`config.mk`:
```
export PLATFORM = sky130hd
export DESIGN_NAME = regfile_wb_arbiter
export DESIGN_NICKNAME = d
export VERILOG_FILES = /design/src/rtl/rf_pkg.sv /design/src/rtl/rr_arbiter.sv /design/src/rtl/regfile_wb_arbiter.sv
export SDC_FILE = /design/constraint.sdc
export NUM_CORES = 1
export LEC_CHECK = 0
export CAP_MARGIN = 20
export CORE_AREA = 3 3 121 123
export DETAILED_ROUTE_END_ITERATION = 10
export DIE_AREA = 0 0 124 126
export HOLD_SLACK_MARGIN = 0.08
export PLACE_DENSITY = 0.76
export SYNTH_ARGS = -nofsm -noshare
export SYNTH_HDL_FRONTEND = slang
export SYNTH_SLANG_ARGS = --single-unit
```
`constraint.sdc`:
```
create_clock -name clk -period 3.9 [get_ports clk]
set_input_delay 0.78 -clock clk [delete_from_list [all_inputs] [get_ports clk]]
set_output_delay 0.78 -clock clk [all_outputs]
set_load 0.05 [all_outputs]
```
`src/rtl/rf_pkg.sv`:
```
// Constants shared by the register-file writeback path. Also holds the width
// helper for the round-robin pointer.
package rf_pkg;

  localparam int RF_AW = 5;
  localparam int RF_DW = 32;
  localparam logic [RF_AW-1:0] RF_ZERO_REG = '0;

  // Pointer/index width for an n-way arbiter; at least one bit.
  function automatic int ptr_w(input int n);
    return (n > 1) ? $clog2(n) : 1;
  endfunction

endpackage

```
`src/rtl/rr_arbiter.sv`:
```
// Combinational round-robin arbiter: scans upward from ptr, wrapping modulo N,
// and grants the first asserted request while en is high.
module rr_arbiter
  import rf_pkg::*;
#(
  parameter int N  = 3,
  parameter int PW = ptr_w(N)
) (
  input  logic [N-1:0]  req,
  input  logic [PW-1:0] ptr,
  input  logic          en,
  output logic [N-1:0]  gnt,
  output logic [PW-1:0] gnt_idx,
  output logic          any_gnt
);

  // ptr is always below N, so a single conditional subtract wraps the sum.
  function automatic int wrap_idx(input int p, input int k);
    int s;
    s = p + k;
    return (s >= N) ? s - N : s;
  endfunction

  always_comb begin
    gnt     = '0;
    gnt_idx = '0;
    any_gnt = 1'b0;
    for (int k = 0; k < N; k++) begin
      if (en && !any_gnt && req[wrap_idx(int'(ptr), k)]) begin
        gnt[wrap_idx(int'(ptr), k)] = 1'b1;
        gnt_idx = PW'(wrap_idx(int'(ptr), k));
        any_gnt = 1'b1;
      end
    end
  end

endmodule

```
`src/rtl/regfile_wb_arbiter.sv`:
```
// Shares the register file's single write port among NUM_REQ writeback sources.
// Registers the winning write and forwards it to the decode read ports.
module regfile_wb_arbiter
  import rf_pkg::*;
#(
  parameter int NUM_REQ = 3,
  parameter int AW      = RF_AW,
  parameter int DW      = RF_DW,
  parameter int PW      = ptr_w(NUM_REQ)
) (
  input  logic                  clk,
  input  logic                  reset_n,
  input  logic                  wb_stall,
  // Handshake: requester i transfers at a rising edge where req_valid[i] and
  // req_ready[i] are both high; valid/addr/data stay stable until that edge.
  input  logic [NUM_REQ-1:0]    req_valid,
  input  logic [NUM_REQ*AW-1:0] req_addr,
  input  logic [NUM_REQ*DW-1:0] req_data,
  output logic [NUM_REQ-1:0]    req_ready,
  output logic                  rf_we,
  output logic [AW-1:0]         rf_waddr,
  output logic [DW-1:0]         rf_wdata,
  input  logic [AW-1:0]         raddr1,
  input  logic [AW-1:0]         raddr2,
  input  logic [DW-1:0]         rf_rdata1,
  input  logic [DW-1:0]         rf_rdata2,
  output logic [DW-1:0]         rdata1,
  output logic [DW-1:0]         rdata2,
  output logic [15:0]           grant_cnt,
  output logic [PW-1:0]         rr_ptr
);

  logic [PW-1:0]      rr_ptr_q, rr_ptr_d;
  logic               rf_we_q, rf_we_d;
  logic [AW-1:0]      rf_waddr_q, rf_waddr_d;
  logic [DW-1:0]      rf_wdata_q, rf_wdata_d;
  logic [15:0]        grant_cnt_q, grant_cnt_d;

  logic [NUM_REQ-1:0] gnt;
  logic [PW-1:0]      gnt_idx;
  logic               transfer;
  logic               arb_en;
  logic [AW-1:0]      sel_addr;
  logic [DW-1:0]      sel_data;

  // Reset low also blocks grants, so nothing is accepted in a reset cycle.
  assign arb_en = reset_n && !wb_stall;

  rr_arbiter #(
    .N  (NUM_REQ),
    .PW (PW)
  ) u_arb (
    .req     (req_valid),
    .ptr     (rr_ptr_q),
    .en      (arb_en),
    .gnt     (gnt),
    .gnt_idx (gnt_idx),
    .any_gnt (transfer)
  );

  assign req_ready = gnt;

  always_comb begin
    sel_addr = '0;
    sel_data = '0;
    for (int i = 0; i < NUM_REQ; i++) begin
      if (gnt[i]) begin
        sel_addr = req_addr[i*AW +: AW];
        sel_data = req_data[i*DW +: DW];
      end
    end
  end

  always_comb begin
    rr_ptr_d    = rr_ptr_q;
    rf_we_d     = 1'b0;
    rf_waddr_d  = rf_waddr_q;
    rf_wdata_d  = rf_wdata_q;
    grant_cnt_d = grant_cnt_q;
    if (transfer) begin
      rr_ptr_d    = (int'(gnt_idx) + 1 >= NUM_REQ) ? '0 : PW'(int'(gnt_idx) + 1);
      // Writes to the zero register are accepted and counted but never issued.
      rf_we_d     = (sel_addr != RF_ZERO_REG);
      rf_waddr_d  = sel_addr;
      rf_wdata_d  = sel_data;
      grant_cnt_d = grant_cnt_q + 16'd1;
    end
  end

  always_ff @(posedge clk) begin
    if (!reset_n) begin
      rr_ptr_q    <= '0;
      rf_we_q     <= 1'b0;
      rf_waddr_q  <= '0;
      rf_wdata_q  <= '0;
      grant_cnt_q <= '0;
    end else begin
      rr_ptr_q    <= rr_ptr_d;
      rf_we_q     <= rf_we_d;
      rf_waddr_q  <= rf_waddr_d;
      rf_wdata_q  <= rf_wdata_d;
      grant_cnt_q <= grant_cnt_d;
    end
  end

  assign rf_we     = rf_we_q;
  assign rf_waddr  = rf_waddr_q;
  assign rf_wdata  = rf_wdata_q;
  assign grant_cnt = grant_cnt_q;
  assign rr_ptr    = rr_ptr_q;

  // Forward only the write sitting in the output register; rf_we already
  // excludes register 0, the explicit check keeps the rule local to the mux.
  assign rdata1 = (rf_we_q && rf_waddr_q == raddr1 && raddr1 != RF_ZERO_REG) ? rf_wdata_q : rf_rdata1;
  assign rdata2 = (rf_we_q && rf_waddr_q == raddr2 && raddr2 != RF_ZERO_REG) ? rf_wdata_q : rf_rdata2;

endmodule

```
==> impl_metrics.toml <==
[timing]
finalCritPeriodShare = 0.975
slew_headroom = 0.337
fmax_ghz = 0.263
fin_crit_ps = 3800
setup_tns_ps = 0
slew_viol_final = 0
hold_violations = 0
worst_pin_slew_ps = 993
setup_viol = 0
clock-skew-final_ps = 5.66
hold_slack_ps = 478
rsz0062_at_grt = "false"

[pwr]
p_per_area_nw_per_um2 = 389
p_leak_nw = 2.68
irDropWorstVdd_mv = 0.189

[placement]
dpl.hpwl_um = 14100
gp_congestion = 0.905
numPortBuffers = 313

[synthesis]
yosys.cell_types.count = 51
ys_seq_area_frac = 0.289
async_reset_ff_frac = 0
avgSynthCellArea_um2 = 8.71
syn-num-nets = 641
synth_area_um2 = 3870
synth_edf_count = 0
ys_warn_count = 0
synth_ff_type = "dfxtp_1"
yosys_register_bits = 56
syn_inst = 445

[final_layout]
drive_above_1_share = 0.223
final_cell_mix = "clkdlybuf4s50_1, buf_4, mux2_2"
layout.cells.most_common = "clkdlybuf4s50_1"
area_growth_syn_to_layout_pct = 85.7
diodes = 0
nNetsFinal = 936

[global_route]
antenna_found_initial = 2
grt_usage = 0.212
grt_start_max_net_pins = 40
grt_pass1_vias = 4587
overflow = 0
grt_pass1_wl_um = 25900

[hold_path]
hp-class = "flip-flop to flip-flop"
hold_end = "rf_wdata[21]$_SDFFE_PN0N_"
worstHoldStart = "rf_wdata[21]$_SDFFE_PN0N_"
hold_path_depth = 2

[clock_tree]
cts_made_buffers = 5
clockRootBuffer = "clkbuf_16"
cts_sinks = 56
post_cts_buffers = 0
htree_levels = 2
ctsResizeCount = 0
clock_latency_ps = 290
cts_hold_buf = 0
clock_path_buffers = 2
clk_pin_slew_ps = 70
cts_tree = "built"

[worst_setup_path]
critical_path_arrival_ps = 3020
crit_type = "primary input to output port"
required_ps = 3120
r2r-start = "rr_ptr[0]$_SDFFE_PN0N_"
cp-start-kind = "primary input"
ff2ff_setup_slack_ps = 560
end_kind = "output port"
crit_path_max_fanout = 30
reg2reg_depth = 10
r2r-end = "rf_wdata[20]$_SDFFE_PN0N_"

[floorplan]
dieWidth_um = 124
num_rows = 43
io_pins = 314
die_area_um2 = 15600
dieHeight_um = 126
coreArea_um2 = 13800
start_util = 0.281

[run_status]
status = "finished, final reports clean"

[detailed_routing]
totalWireLength_um = 17700
num_vias = 4703
ant_nets = 0
firstDrtPassIters = 5
drc = 0
wl_per_cell_um = 19.2
viasPerCell = 5.11
dr.first_iter.drc_count = 361

[run]
max_cap_viol_count = 0
## cells in the mapped netlist, types with 3 or more instances
| library cell | count | area [µm²] |
|---|---|---|
| and2_1 | 17 | 106 |
| ha_1 | 5 | 62.6 |
| clkbuf_1 | 12 | 45.0 |
| mux2_2 | 64 | 721 |
| xor2_1 | 8 | 70.1 |
| a21oi_1 | 8 | 40.0 |
| buf_2 | 20 | 100 |
| a21o_1 | 3 | 22.5 |
| a221oi_1 | 32 | 280 |
| nor2b_1 | 3 | 18.8 |
| o21ai_0 | 40 | 200 |
| buf_6 | 4 | 45.0 |
| inv_1 | 7 | 26.3 |
| nand4_1 | 7 | 43.8 |
| nand2b_1 | 3 | 18.8 |
| nand2_1 | 51 | 191 |
| nand3_1 | 11 | 55.1 |
| nor4_1 | 4 | 25.0 |
| dfxtp_1 | 56 | 1120 |
| and3_1 | 9 | 56.3 |
| o21ai_1 | 29 | 145 |
| xnor2_1 | 15 | 131 |
## critical path, cell delays in order
cell and delay [ps]:
clkdlybuf4s50_1 530, nor4_1 70, nor3_1 140, a21oi_1 60, nor4_1 330, and3_2 300
buf_12 220, mux2_2 370, buf_4 190
## where the power goes
part / switching [W] / internal (W)
clock: 0.000210 / 0.000303
sequential: 0.000102 / 0.000647
combinational: 0.000908 / 0.000627
## sequential cells by signal (all words and copies together), names as in the netlist
| name | count |
|---|---|
| grant_cnt | 16 |
| rf_waddr | 5 |
| rf_we | 1 |
| rf_wdata | 32 |
| rr_ptr | 2 |
## worst max-delay path by stage
stage / startpoint / to / slack [ps]
2_1_floorplan: rr_ptr[0]$_SDFFE_PN0N_ / req_ready[2] / 710
3_3_place_gp: raddr2[1] / rdata2[16] / 200
3_5_place_dp: raddr2[1] / rdata2[13] / 130
4_1_cts: raddr2[1] / rdata2[13] / 130
5_1_grt: raddr2[1] / rdata2[14] / 50
6_report: raddr2[1] / rdata2[13] / 100
## layout make-up
cell class              instances  area, µm²
clock buffers                   6        129
clock inverters                 2       35.0
fillers                      1240       6580
inverters                       9       33.8
multi-input cells             344       2550
flip-flops and latches         56       1120
well taps                     180        225
repair buffers                324       3100
## layer usage
metal / vias to the layer above / GRT usage / part of all wire
met5: - / 0 / 0.0014
met4: 4 / 0.0303 / 0.0083
met2: 242 / 0.372 / 0.51
met1: 2198 / 0.264 / 0.39
met3: 16 / 0.0575 / 0.089
li1: 2243 / - / -
## per-stage QoR
| stage | utilization | std cells | setup slack [ps] | total power [W] | cell area (µm²) |
|---|---|---|---|---|---|
| after floorplan | - | 445 | 706 | 0.00170 | 3870 |
| after global placement | 0.510 | 913 | 204 | 0.00228 | 7030 |
| after detailed placement | 0.510 | 913 | 133 | 0.00229 | 7030 |
| after CTS | 0.522 | 921 | 130 | 0.00281 | 7190 |
| after global routing | 0.522 | 921 | 52.5 | 0.00292 | 7190 |
| final | 0.522 | 921 | 99.4 | 0.00280 | 7190 |
## logic make-up (layout without fill, tap and decap cells)
logic type / after synthesis / count (layout) / share of synthesized area
AND/OR/NAND/NOR: 117 / 117 / 0.159
AO/OA/AOI/OAI: 133 / 133 / 0.235
XOR/XNOR: 23 / 23 / 0.0520
flip-flops: 56 / 56 / 0.289
buffers and inverters: 45 / 341 / 0.0578
multiplexers: 66 / 66 / 0.191
adder cells (fa/ha/maj): 5 / 5 / 0.0161
No activity file was read; power rests on OpenSTA's default activity.
